**config.mk**
```make
export PLATFORM = sky130hd
export DESIGN_NAME = fwd_hazard_unit_flat
export DESIGN_NICKNAME = d
export VERILOG_FILES = /design/src/rtl/fwd_hazard_unit_if.sv /design/src/rtl/fwd_hazard_unit.sv /design/src/flat_wrapper.sv
export SDC_FILE = /design/constraint.sdc
export NUM_CORES = 1
export LEC_CHECK = 0
export CORE_UTILIZATION = 44
export CTS_BUF_LIST = sky130_fd_sc_hd__clkbuf_4
export DETAILED_ROUTE_END_ITERATION = 6
export HOLD_SLACK_MARGIN = 0.06
export PLACE_DENSITY_LB_ADDON = 0.2
export SLEW_MARGIN = 40
export SYNTH_ARGS = -nofsm -noshare
export SYNTH_HDL_FRONTEND = slang
export SYNTH_SLANG_ARGS = --single-unit
```
**constraint.sdc**
```tcl
create_clock -name clk -period 2.8 [get_ports clk]
set_clock_uncertainty 0.2 [all_clocks]
set_input_delay 0.7 -clock clk [delete_from_list [all_inputs] [get_ports clk]]
set_output_delay 0.7 -clock clk [all_outputs]
set_load 0.05 [all_outputs]
```
**src/rtl/fwd_hazard_unit_if.sv**
```systemverilog
// Decode-side bundle for fwd_hazard_unit: ID instruction fields, pipeline
// control in, hazard/forwarding selects and statistics out.
interface fwd_hazard_unit_if #(
    parameter int REG_AW  = 3,
    parameter int NUM_SRC = 2,
    parameter int CNT_W   = 16
);
    logic                      id_valid;
    logic [NUM_SRC*REG_AW-1:0] id_src;
    logic [NUM_SRC-1:0]        id_src_use;
    logic [REG_AW-1:0]         id_dst;
    logic                      id_wb;
    logic                      id_load;
    logic                      id_sp_rd;
    logic                      id_sp_wr;
    logic                      pipe_hold;
    logic                      flush;
    logic                      hazard_stall;
    logic [NUM_SRC*2-1:0]      fwd_sel;
    logic [1:0]                sp_sel;
    logic [CNT_W-1:0]          stall_cnt;
    logic [CNT_W-1:0]          fwd_cnt;

    modport master (
        output id_valid, id_src, id_src_use, id_dst, id_wb, id_load,
               id_sp_rd, id_sp_wr, pipe_hold, flush,
        input  hazard_stall, fwd_sel, sp_sel, stall_cnt, fwd_cnt
    );

    modport slave (
        input  id_valid, id_src, id_src_use, id_dst, id_wb, id_load,
               id_sp_rd, id_sp_wr, pipe_hold, flush,
        output hazard_stall, fwd_sel, sp_sel, stall_cnt, fwd_cnt
    );
endinterface

```
**src/rtl/fwd_hazard_unit.sv**
```systemverilog
// Decode-stage forwarding selector and load-use hazard detector with shadow
// EX/MEM destination tags. Define FWD_STATS_EN to build the stall/forward counters.
module fwd_hazard_unit #(
    parameter int REG_AW  = 3,
    parameter int NUM_SRC = 2,
    parameter int CNT_W   = 16
) (
    input logic               clk,
    input logic               rst,
    fwd_hazard_unit_if.slave  bus
);
    typedef struct packed {
        logic              v;
        logic [REG_AW-1:0] dst;
        logic              wb;
        logic              load;
        logic              sp_wr;
    } entry_t;

    entry_t               ex_e;
    entry_t               mem_e;
    logic [NUM_SRC*2-1:0] fwd_q;
    logic [NUM_SRC*2-1:0] fwd_next;
    logic [1:0]           sp_q;
    logic [1:0]           sp_next;
    logic                 load_match;
    logic                 hazard;
    logic                 any_fwd;

    // A load in EX blocks only the 01 path; the operand may still pick up an
    // older producer in MEM, although the resulting stall discards it anyway.
    always_comb begin
        load_match = 1'b0;
        fwd_next   = '0;
        sp_next    = 2'b00;
        for (int i = 0; i < NUM_SRC; i++) begin
            if (bus.id_src_use[i] && ex_e.v && ex_e.wb &&
                ex_e.dst == bus.id_src[i*REG_AW +: REG_AW]) begin
                if (ex_e.load)
                    load_match = 1'b1;
                else
                    fwd_next[2*i +: 2] = 2'b01;
            end
            if (fwd_next[2*i +: 2] == 2'b00 && bus.id_src_use[i] && mem_e.v &&
                mem_e.wb && mem_e.dst == bus.id_src[i*REG_AW +: REG_AW])
                fwd_next[2*i +: 2] = 2'b10;
        end
        // SP updates by loads (post-increment) are ready at EX/MEM, so no load gating.
        if (bus.id_sp_rd && ex_e.v && ex_e.sp_wr)
            sp_next = 2'b01;
        else if (bus.id_sp_rd && mem_e.v && mem_e.sp_wr)
            sp_next = 2'b10;
        if (!bus.id_valid) begin
            fwd_next = '0;
            sp_next  = 2'b00;
        end
        hazard  = bus.id_valid && load_match && !bus.flush;
        any_fwd = (|fwd_next) || (|sp_next);
    end

    always_ff @(posedge clk) begin
        if (rst) begin
            ex_e  <= '0;
            mem_e <= '0;
            fwd_q <= '0;
            sp_q  <= 2'b00;
        end else if (!bus.pipe_hold) begin
            mem_e <= ex_e;
            if (bus.flush || hazard) begin
                ex_e  <= '0;
                fwd_q <= '0;
                sp_q  <= 2'b00;
            end else begin
                ex_e  <= '{v: bus.id_valid, dst: bus.id_dst, wb: bus.id_wb,
                          load: bus.id_load, sp_wr: bus.id_sp_wr};
                fwd_q <= fwd_next;
                sp_q  <= sp_next;
            end
        end
    end

    assign bus.hazard_stall = hazard;
    assign bus.fwd_sel      = fwd_q;
    assign bus.sp_sel       = sp_q;

`ifdef FWD_STATS_EN
    logic [CNT_W-1:0] stall_q;
    logic [CNT_W-1:0] fcnt_q;

    always_ff @(posedge clk) begin
        if (rst) begin
            stall_q <= '0;
            fcnt_q  <= '0;
        end else if (!bus.pipe_hold) begin
            if (hazard && stall_q != '1)
                stall_q <= stall_q + CNT_W'(1);
            if (!bus.flush && !hazard && any_fwd && fcnt_q != '1)
                fcnt_q <= fcnt_q + CNT_W'(1);
        end
    end

    assign bus.stall_cnt = stall_q;
    assign bus.fwd_cnt   = fcnt_q;
`else
    logic unused_any_fwd;
    assign unused_any_fwd = any_fwd;
    assign bus.stall_cnt  = '0;
    assign bus.fwd_cnt    = '0;
`endif
endmodule

```
**src/flat_wrapper.sv**
```systemverilog
// flat-port wrapper written by rule: the top's interface ports become plain ports
module fwd_hazard_unit_flat 
#(
    parameter int REG_AW  = 3,
    parameter int NUM_SRC = 2,
    parameter int CNT_W   = 16
)
  (clk, rst, bus_id_valid, bus_id_src, bus_id_src_use, bus_id_dst, bus_id_wb, bus_id_load, bus_id_sp_rd, bus_id_sp_wr, bus_pipe_hold, bus_flush, bus_hazard_stall, bus_fwd_sel, bus_sp_sel, bus_stall_cnt, bus_fwd_cnt);
  fwd_hazard_unit_if #(.REG_AW(REG_AW), .NUM_SRC(NUM_SRC), .CNT_W(CNT_W)) bus_i ();
  input logic clk;
  input logic rst;
  input wire logic [$bits(bus_i.id_valid)-1:0] bus_id_valid;
  input wire logic [$bits(bus_i.id_src)-1:0] bus_id_src;
  input wire logic [$bits(bus_i.id_src_use)-1:0] bus_id_src_use;
  input wire logic [$bits(bus_i.id_dst)-1:0] bus_id_dst;
  input wire logic [$bits(bus_i.id_wb)-1:0] bus_id_wb;
  input wire logic [$bits(bus_i.id_load)-1:0] bus_id_load;
  input wire logic [$bits(bus_i.id_sp_rd)-1:0] bus_id_sp_rd;
  input wire logic [$bits(bus_i.id_sp_wr)-1:0] bus_id_sp_wr;
  input wire logic [$bits(bus_i.pipe_hold)-1:0] bus_pipe_hold;
  input wire logic [$bits(bus_i.flush)-1:0] bus_flush;
  output wire logic [$bits(bus_i.hazard_stall)-1:0] bus_hazard_stall;
  output wire logic [$bits(bus_i.fwd_sel)-1:0] bus_fwd_sel;
  output wire logic [$bits(bus_i.sp_sel)-1:0] bus_sp_sel;
  output wire logic [$bits(bus_i.stall_cnt)-1:0] bus_stall_cnt;
  output wire logic [$bits(bus_i.fwd_cnt)-1:0] bus_fwd_cnt;
  assign bus_i.id_valid = bus_id_valid;
  assign bus_i.id_src = bus_id_src;
  assign bus_i.id_src_use = bus_id_src_use;
  assign bus_i.id_dst = bus_id_dst;
  assign bus_i.id_wb = bus_id_wb;
  assign bus_i.id_load = bus_id_load;
  assign bus_i.id_sp_rd = bus_id_sp_rd;
  assign bus_i.id_sp_wr = bus_id_sp_wr;
  assign bus_i.pipe_hold = bus_pipe_hold;
  assign bus_i.flush = bus_flush;
  assign bus_hazard_stall = bus_i.hazard_stall;
  assign bus_fwd_sel = bus_i.fwd_sel;
  assign bus_sp_sel = bus_i.sp_sel;
  assign bus_stall_cnt = bus_i.stall_cnt;
  assign bus_fwd_cnt = bus_i.fwd_cnt;
  fwd_hazard_unit #(.REG_AW(REG_AW), .NUM_SRC(NUM_SRC), .CNT_W(CNT_W)) u_core (.clk(clk), .rst(rst), .bus(bus_i));
endmodule
```
==> flow_metrics.env, run 1 <==
export IMPL_design_area_mm2=0.00144
export IMPL_syn_area_mm2=0.00114
export IMPL_wl_per_cell_um=11.5
export IMPL_cts_sinks=19
export IMPL_critPathMaxFanout=3
export IMPL_worstPathRequired_ps=1900
export IMPL_clockBufferDepth=2
export IMPL_grt_pass1_wl_um=3700
export IMPL_place_ws_ps=-123
export IMPL_period_share_pct=97.8
export IMPL_slew_viol_final=0
export IMPL_grt_max_degree=13
export IMPL_ctsHtreeMaxLevel=1
export IMPL_startpoint_type="input port"
export IMPL_fmax_mhz=365
export IMPL_routed_wl_um=2340
export IMPL_final_min_clock_period_ps=2740
export IMPL_fin_util_pct=58.3
export IMPL_insertion_delay_ps=290
export IMPL_area_growth_pct=26.1
export IMPL_grt_pass1_vias=793
export IMPL_antenna_found_initial=0
export IMPL_dieHeight_um=53.0
export IMPL_rsz0062_at_grt="no"
export IMPL_cp_cell_sequence="clkdlybuf4s50_1 -> nand4_1 -> a21oi_2 -> nor2b_4 -> buf_12"
export IMPL_fin_ws_ps=61.2
export IMPL_finalHoldViolCount=0
export IMPL_tritoncts="yes"
export IMPL_rows=18
export IMPL_start_util_pct=46.2
export IMPL_stdcell_count=203
export IMPL_root_buffer="clkbuf_4"
export IMPL_track_usage_pct=18.7
export IMPL_dp_cells=198
export IMPL_vias=929
export IMPL_clkTransAtPathRegs_ps=100
export IMPL_n_antenna_cell=0
export IMPL_numPortBuffers=26
export IMPL_first_pass_iters=4
export IMPL_cp_end_kind="output port"
export IMPL_min_from="u_core.bus.fwd_sel[1]"
export IMPL_finalSetupViolCount=0
export IMPL_gp_congestion=0.776
export IMPL_crit_start="bus_id_src_use[0]"
export IMPL_min_path_type="reg2reg"
export IMPL_ys_ff_latch=19
export IMPL_power_leakage_nw=0.580
export IMPL_drcViolationCount=0
export IMPL_r2r_start="u_core.ex_e[5]"
export IMPL_viasPerCell=4.58
export IMPL_grt_ovfl_total=0
export IMPL_drive_above_1_share_pct=12.7
export IMPL_layout_filler_cells=241
export IMPL_worstPathArrival_ps=1840
export IMPL_ir_drop_mv=0.334
export IMPL_coreArea_mm2=0.00248
export IMPL_fin_setup_tns_ps=0
export IMPL_cellPowerDensity_mw_per_mm2=416
export IMPL_synth_avg_cell_area_um2=8.48
export IMPL_slowest_delay_ps=520
export IMPL_path_class="in2out"
export IMPL_hpwlAfterDp_um=1820
export IMPL_ios=59
export IMPL_die_w_um=53.0
export IMPL_power_mw=0.601
export IMPL_die_area_mm2=0.00281
export IMPL_drv_cap=0
export IMPL_synth_cell_types=24
export IMPL_ys_warn_count=0
export IMPL_cts_buffers=3
export IMPL_syn_inst=135
export IMPL_hold_worst_slack_ps=260
export IMPL_fin_nets=194
export IMPL_slowest_stage="clkdlybuf4s50_1"
export IMPL_yosysSeqAreaShare_pct=33.2
export IMPL_status="finished, final reports clean"
export IMPL_dpl_cell_area_mm2=0.00141
export IMPL_drt_iter0_markers=10
export IMPL_final_antenna_net_count=0
==> critical path, delay by kind of cell <==
family                 cells  cell delay [ps]
AOI/OAI and AO/OA          1              180
and+or+nand+nor            2              300
buffers and inverters      2              660
==> worst paths after layout <==
check	endpoint	slack, ps	cells past startpoint
setup / recovery	bus_hazard_stall	60	5
hold / removal	u_core.bus.fwd_sel[1]	260	2
setup reg to reg	u_core.ex_e[5]	1150	6
hold reg to reg	u_core.bus.fwd_sel[1]	260	2
==> kinds of logic (layout without fill, tap and decap cells) <==
family,after synthesis,count (layout),synth area share (%)
and+or+nand+nor,45,45,21.1
buffers and inverters,36,43,22.4
DFF,19,19,33.2
AOI/OAI and AO/OA,16,16,8.53
xor gates and xnor gates,12,12,9.18
muxes,6,6,5.25
other,1,32,0.328
==> cell type report <==
cell class	instances	area, um2	share of cell area [%]
clock buffer	4	30.0	2.08
multi-input combinational	111	636	44.0
sequential	19	380	26.3
timing repair buffer	39	360	25.0
tap	30	37.5	2.60
==> synthesized netlist by cell type <==
master | instances | area, um2
nand4_1 | 5 | 31.3
dfxtp_1 | 19 | 380
clkbuf_1 | 3 | 11.3
or3_1 | 2 | 12.5
and4_1 | 2 | 17.5
o31ai_1 | 3 | 22.5
mux2i_1 | 6 | 60.1
buf_4 | 32 | 240
o21ai_2 | 1 | 8.76
nor3_1 | 1 | 5.00
nor2b_1 | 2 | 12.5
a21oi_1 | 2 | 10.0
a211o_1 | 1 | 8.76
conb_1 | 1 | 3.75
buf_2 | 1 | 5.00
or3b_4 | 1 | 11.3
or4b_1 | 1 | 10.0
nand3b_1 | 6 | 45.0
nand2b_1 | 1 | 6.26
o21ai_0 | 8 | 40.0
nand2_1 | 15 | 56.3
a22oi_1 | 1 | 7.51
xnor2_1 | 12 | 105
nor2_1 | 9 | 33.8
==> power by group <==
part	switching, mW	internal, mW
Combinational	0.124	0.0474
Sequential	0.00666	0.276
Clock	0.0819	0.0651
==> what timing repair did <==
action / in CTS / in global routing
endpoints found under the setup margin: 1 / 0
hold buffers: 0 / 0
resized for setup: 7 / 0
endpoints found under the hold margin: 0 / 0
setup buffers: 1 / 0
==> sequential cells by signal, indices dropped and copies added, names as in the netlist <==
register,flops
u_core.ex_e,7
u_core.mem_e,6
u_core.bus.sp_sel,2
u_core.bus.fwd_sel,4
==> layout by cell type, fill, tap and decap left out, types with 2 or more instances in the layout <==
cell type,count
o21ai_0,8
and4_1,2
nand3b_1,6
conb_1,32
or3_1,2
xnor2_1,12
mux2i_1,6
buf_4,13
nor2_1,9
clkdlybuf4s50_1,19
o31ai_1,3
nand2_1,15
dfxtp_1,19
dlygate4sd2_1,6
nand4_1,5
clkbuf_4,4
==> routing by layer <==
| metal | share of wire [%] | up-vias | global-route usage (%) | wire length [um] |
|---|---|---|---|---|
| li1 | - | 471 | - | - |
| met1 | 45 | 423 | 23.1 | 1050 |
| met2 | 49 | 33 | 31.0 | 1150 |
| met3 | 5.2 | 2 | 4.02 | 122 |
| met4 | 0.60 | 0 | 7.46 | 14 |
| met5 | 0 | - | 0 | 0 |
Note: power is estimated with default switching activity, not from simulation.
==> run 2, diff against run 1 <==
--- a/config.mk
+++ b/config.mk
@@ -5,7 +5,9 @@
 export SDC_FILE = /design/constraint.sdc
 export NUM_CORES = 1
 export LEC_CHECK = 0
-export CORE_UTILIZATION = 44
+export CELL_PAD_IN_SITES_DETAIL_PLACEMENT = 1
+export CELL_PAD_IN_SITES_GLOBAL_PLACEMENT = 2
+export CORE_UTILIZATION = 23
 export CTS_BUF_LIST = sky130_fd_sc_hd__clkbuf_4
 export DETAILED_ROUTE_END_ITERATION = 6
 export HOLD_SLACK_MARGIN = 0.06
==> run 2 against run 1 <==
Clock power about the same. Sequential share of layout area down 1.5 points. Largest cell class unchanged. Flip-flop and latch count unchanged. Critical endpoint unchanged. Final area up 6.0%. Count of clock-buffer cells in the layout unchanged. Non-clock buffer count up 2. Routed wire length up 19%. Critical path depth unchanged. Maximum frequency down 0.54%. Die area up 87%. Final cell count up 19%.
==> flow_metrics.env, run 2 (synthesis gave the netlist of run 1 again) <==
export IMPL_drt_iter0_markers=38
export IMPL_fmax_mhz=363
export IMPL_startpoint_type="input port"
export IMPL_hold_depth=2
export IMPL_finalHoldViolCount=0
export IMPL_r2r_setup_slack_ps=1030
export IMPL_dieHeight_um=72.6
export IMPL_cp_end_kind="output port"
export IMPL_viasPerCell=3.90
export IMPL_largest_reg_flops=7
export IMPL_period_share_pct=98.4
export IMPL_rsz0062_at_grt="no"
export IMPL_drv_cap=0
export IMPL_cts_buffers=3
export IMPL_final_min_clock_period_ps=2750
export IMPL_insertion_delay_ps=290
export IMPL_dp_cells=235
export IMPL_power_leakage_nw=0.613
export IMPL_numPortBuffers=26
export IMPL_path_class="in2out"
export IMPL_track_usage_pct=11.3
export IMPL_routed_wl_um=2780
export IMPL_status="finished, final reports clean"
export IMPL_rows=25
export IMPL_wl_per_cell_um=11.5
export IMPL_highest_layer="met4"
export IMPL_grt_max_degree=15
export IMPL_gp_congestion=0.773
export IMPL_final_antenna_net_count=0
export IMPL_grt_pass1_wl_um=4360
export IMPL_critPathMaxFanout=2
export IMPL_reg2reg_depth=7
export IMPL_final_cell_mix="conb_1, dfxtp_1, clkdlybuf4s50_1"
export IMPL_fin_nets=196
export IMPL_dpl_cell_area_mm2=0.00146
export IMPL_place_ws_ps=-151
export IMPL_die_w_um=72.6
export IMPL_multiInputGateArea_um2=658
export IMPL_worstPathArrival_ps=1850
export IMPL_design_area_mm2=0.00153
export IMPL_stdcell_count=242
export IMPL_drive_above_1_share_pct=15.4
export IMPL_n_antenna_cell=0
export IMPL_slowest_stage="clkdlybuf4s50_1"
export IMPL_wl_met1_um=1220
export IMPL_regMostFlops="u_core.ex_e"
export IMPL_area_growth_pct=33.7
export IMPL_cp_cell_sequence="clkdlybuf4s50_1 -> nand4_1 -> a21oi_2 -> nor2b_4 -> buf_12"
export IMPL_slew_viol_final=0
export IMPL_worstPathRequired_ps=1900
export IMPL_min_path_type="reg2reg"
export IMPL_fin_ws_ps=46.2
export IMPL_power_mw=0.607
export IMPL_vias=944
export IMPL_clockBufferDepth=2
export IMPL_root_buffer="clkbuf_4"
export IMPL_hpwlAfterDp_um=2160
export IMPL_tritoncts="yes"
export IMPL_cts_sinks=19
export IMPL_tightestPinTransition_ps=502
export IMPL_layout_commonest_cell="conb_1"
export IMPL_ios=59
export IMPL_layout_filler_cells=597
export IMPL_cellPowerDensity_mw_per_mm2=397
export IMPL_first_pass_iters=2
export IMPL_finalSetupViolCount=0
export IMPL_antenna_found_initial=0
export IMPL_dr_wl_met3_um=182
export IMPL_start_util_pct=24.1
export IMPL_ctsHtreeMaxLevel=1
export IMPL_clkTransAtPathRegs_ps=100
export IMPL_drcViolationCount=0
export IMPL_regArea_um2=380
export IMPL_die_area_mm2=0.00526
export IMPL_fin_util_pct=32.2
export IMPL_relSlewSlack_pct=66.4
export IMPL_grt_ovfl_total=0
export IMPL_slowest_delay_ps=490
export IMPL_ir_drop_mv=0.119
export IMPL_coreArea_mm2=0.00475
export IMPL_wl_met2_um=1310
export IMPL_grt_pass1_vias=920
==> run 2: cell types whose count changed in the layout (fill, tap and decap cells not counted), sizes merged <==
cell and change:
buf +2, clkdlybuf4s50 -1, dlymetal6s2s +1
==> run 2: layer usage <==
metal,vias to the layer above,global-route usage (%)
met3,6,2.50
li1,474,-
met1,430,13.3
met4,0,7.63
met5,-,0
met2,34,18.4
==> run 2: final timing paths <==
check                   startpoint                    end
max              bus_id_src_use[1]       bus_hazard_stall
min reg2reg  u_core.bus.fwd_sel[1]  u_core.bus.fwd_sel[1]
max reg2reg         u_core.ex_e[5]  u_core.bus.fwd_sel[3]
min          u_core.bus.fwd_sel[1]  u_core.bus.fwd_sel[1]
==> run 2: layout make-up <==
| cell class | instances | share of cell area, % |
|---|---|---|
| clock buffers | 4 | 1.96 |
| multi-input cells | 111 | 43.0 |
| flip-flops and latches | 19 | 24.9 |
| well taps | 67 | 5.48 |
| repair buffers | 41 | 24.7 |
==> run 2: critical path: cells and delay by family <==
| kind | cells | cell delay (ps) |
|---|---|---|
| buffers and inverters | 2 | 630 |
| and+or+nand+nor | 2 | 320 |
| AOI/OAI and AO/OA | 1 | 200 |
==> run 2: repair_timing <==
item | in CTS | in global routing
buffers inserted | 2 | 1
gates resized for setup | 8 | 3
hold buffers | 0 | 0
pin swaps | 4 | 1
cloned | 0 | 0
endpoints found under the setup margin | 1 | 1
==> run 2: power breakdown <==
group	switching (mW)	internal, mW	leakage, nW	total [mW]
registers	0.00771	0.276	0.154	0.284
logic	0.126	0.0507	0.440	0.177
clock network	0.0816	0.0651	0.0184	0.147
==> run 2: metrics by stage <==
step / hold WS (ps) / TNS (ps)
final: 267 / 0
after global routing: 298 / 0
after floorplan: 246 / 0
after global placement: 244 / -101
after detailed placement: 256 / -151
after CTS: 272 / 0
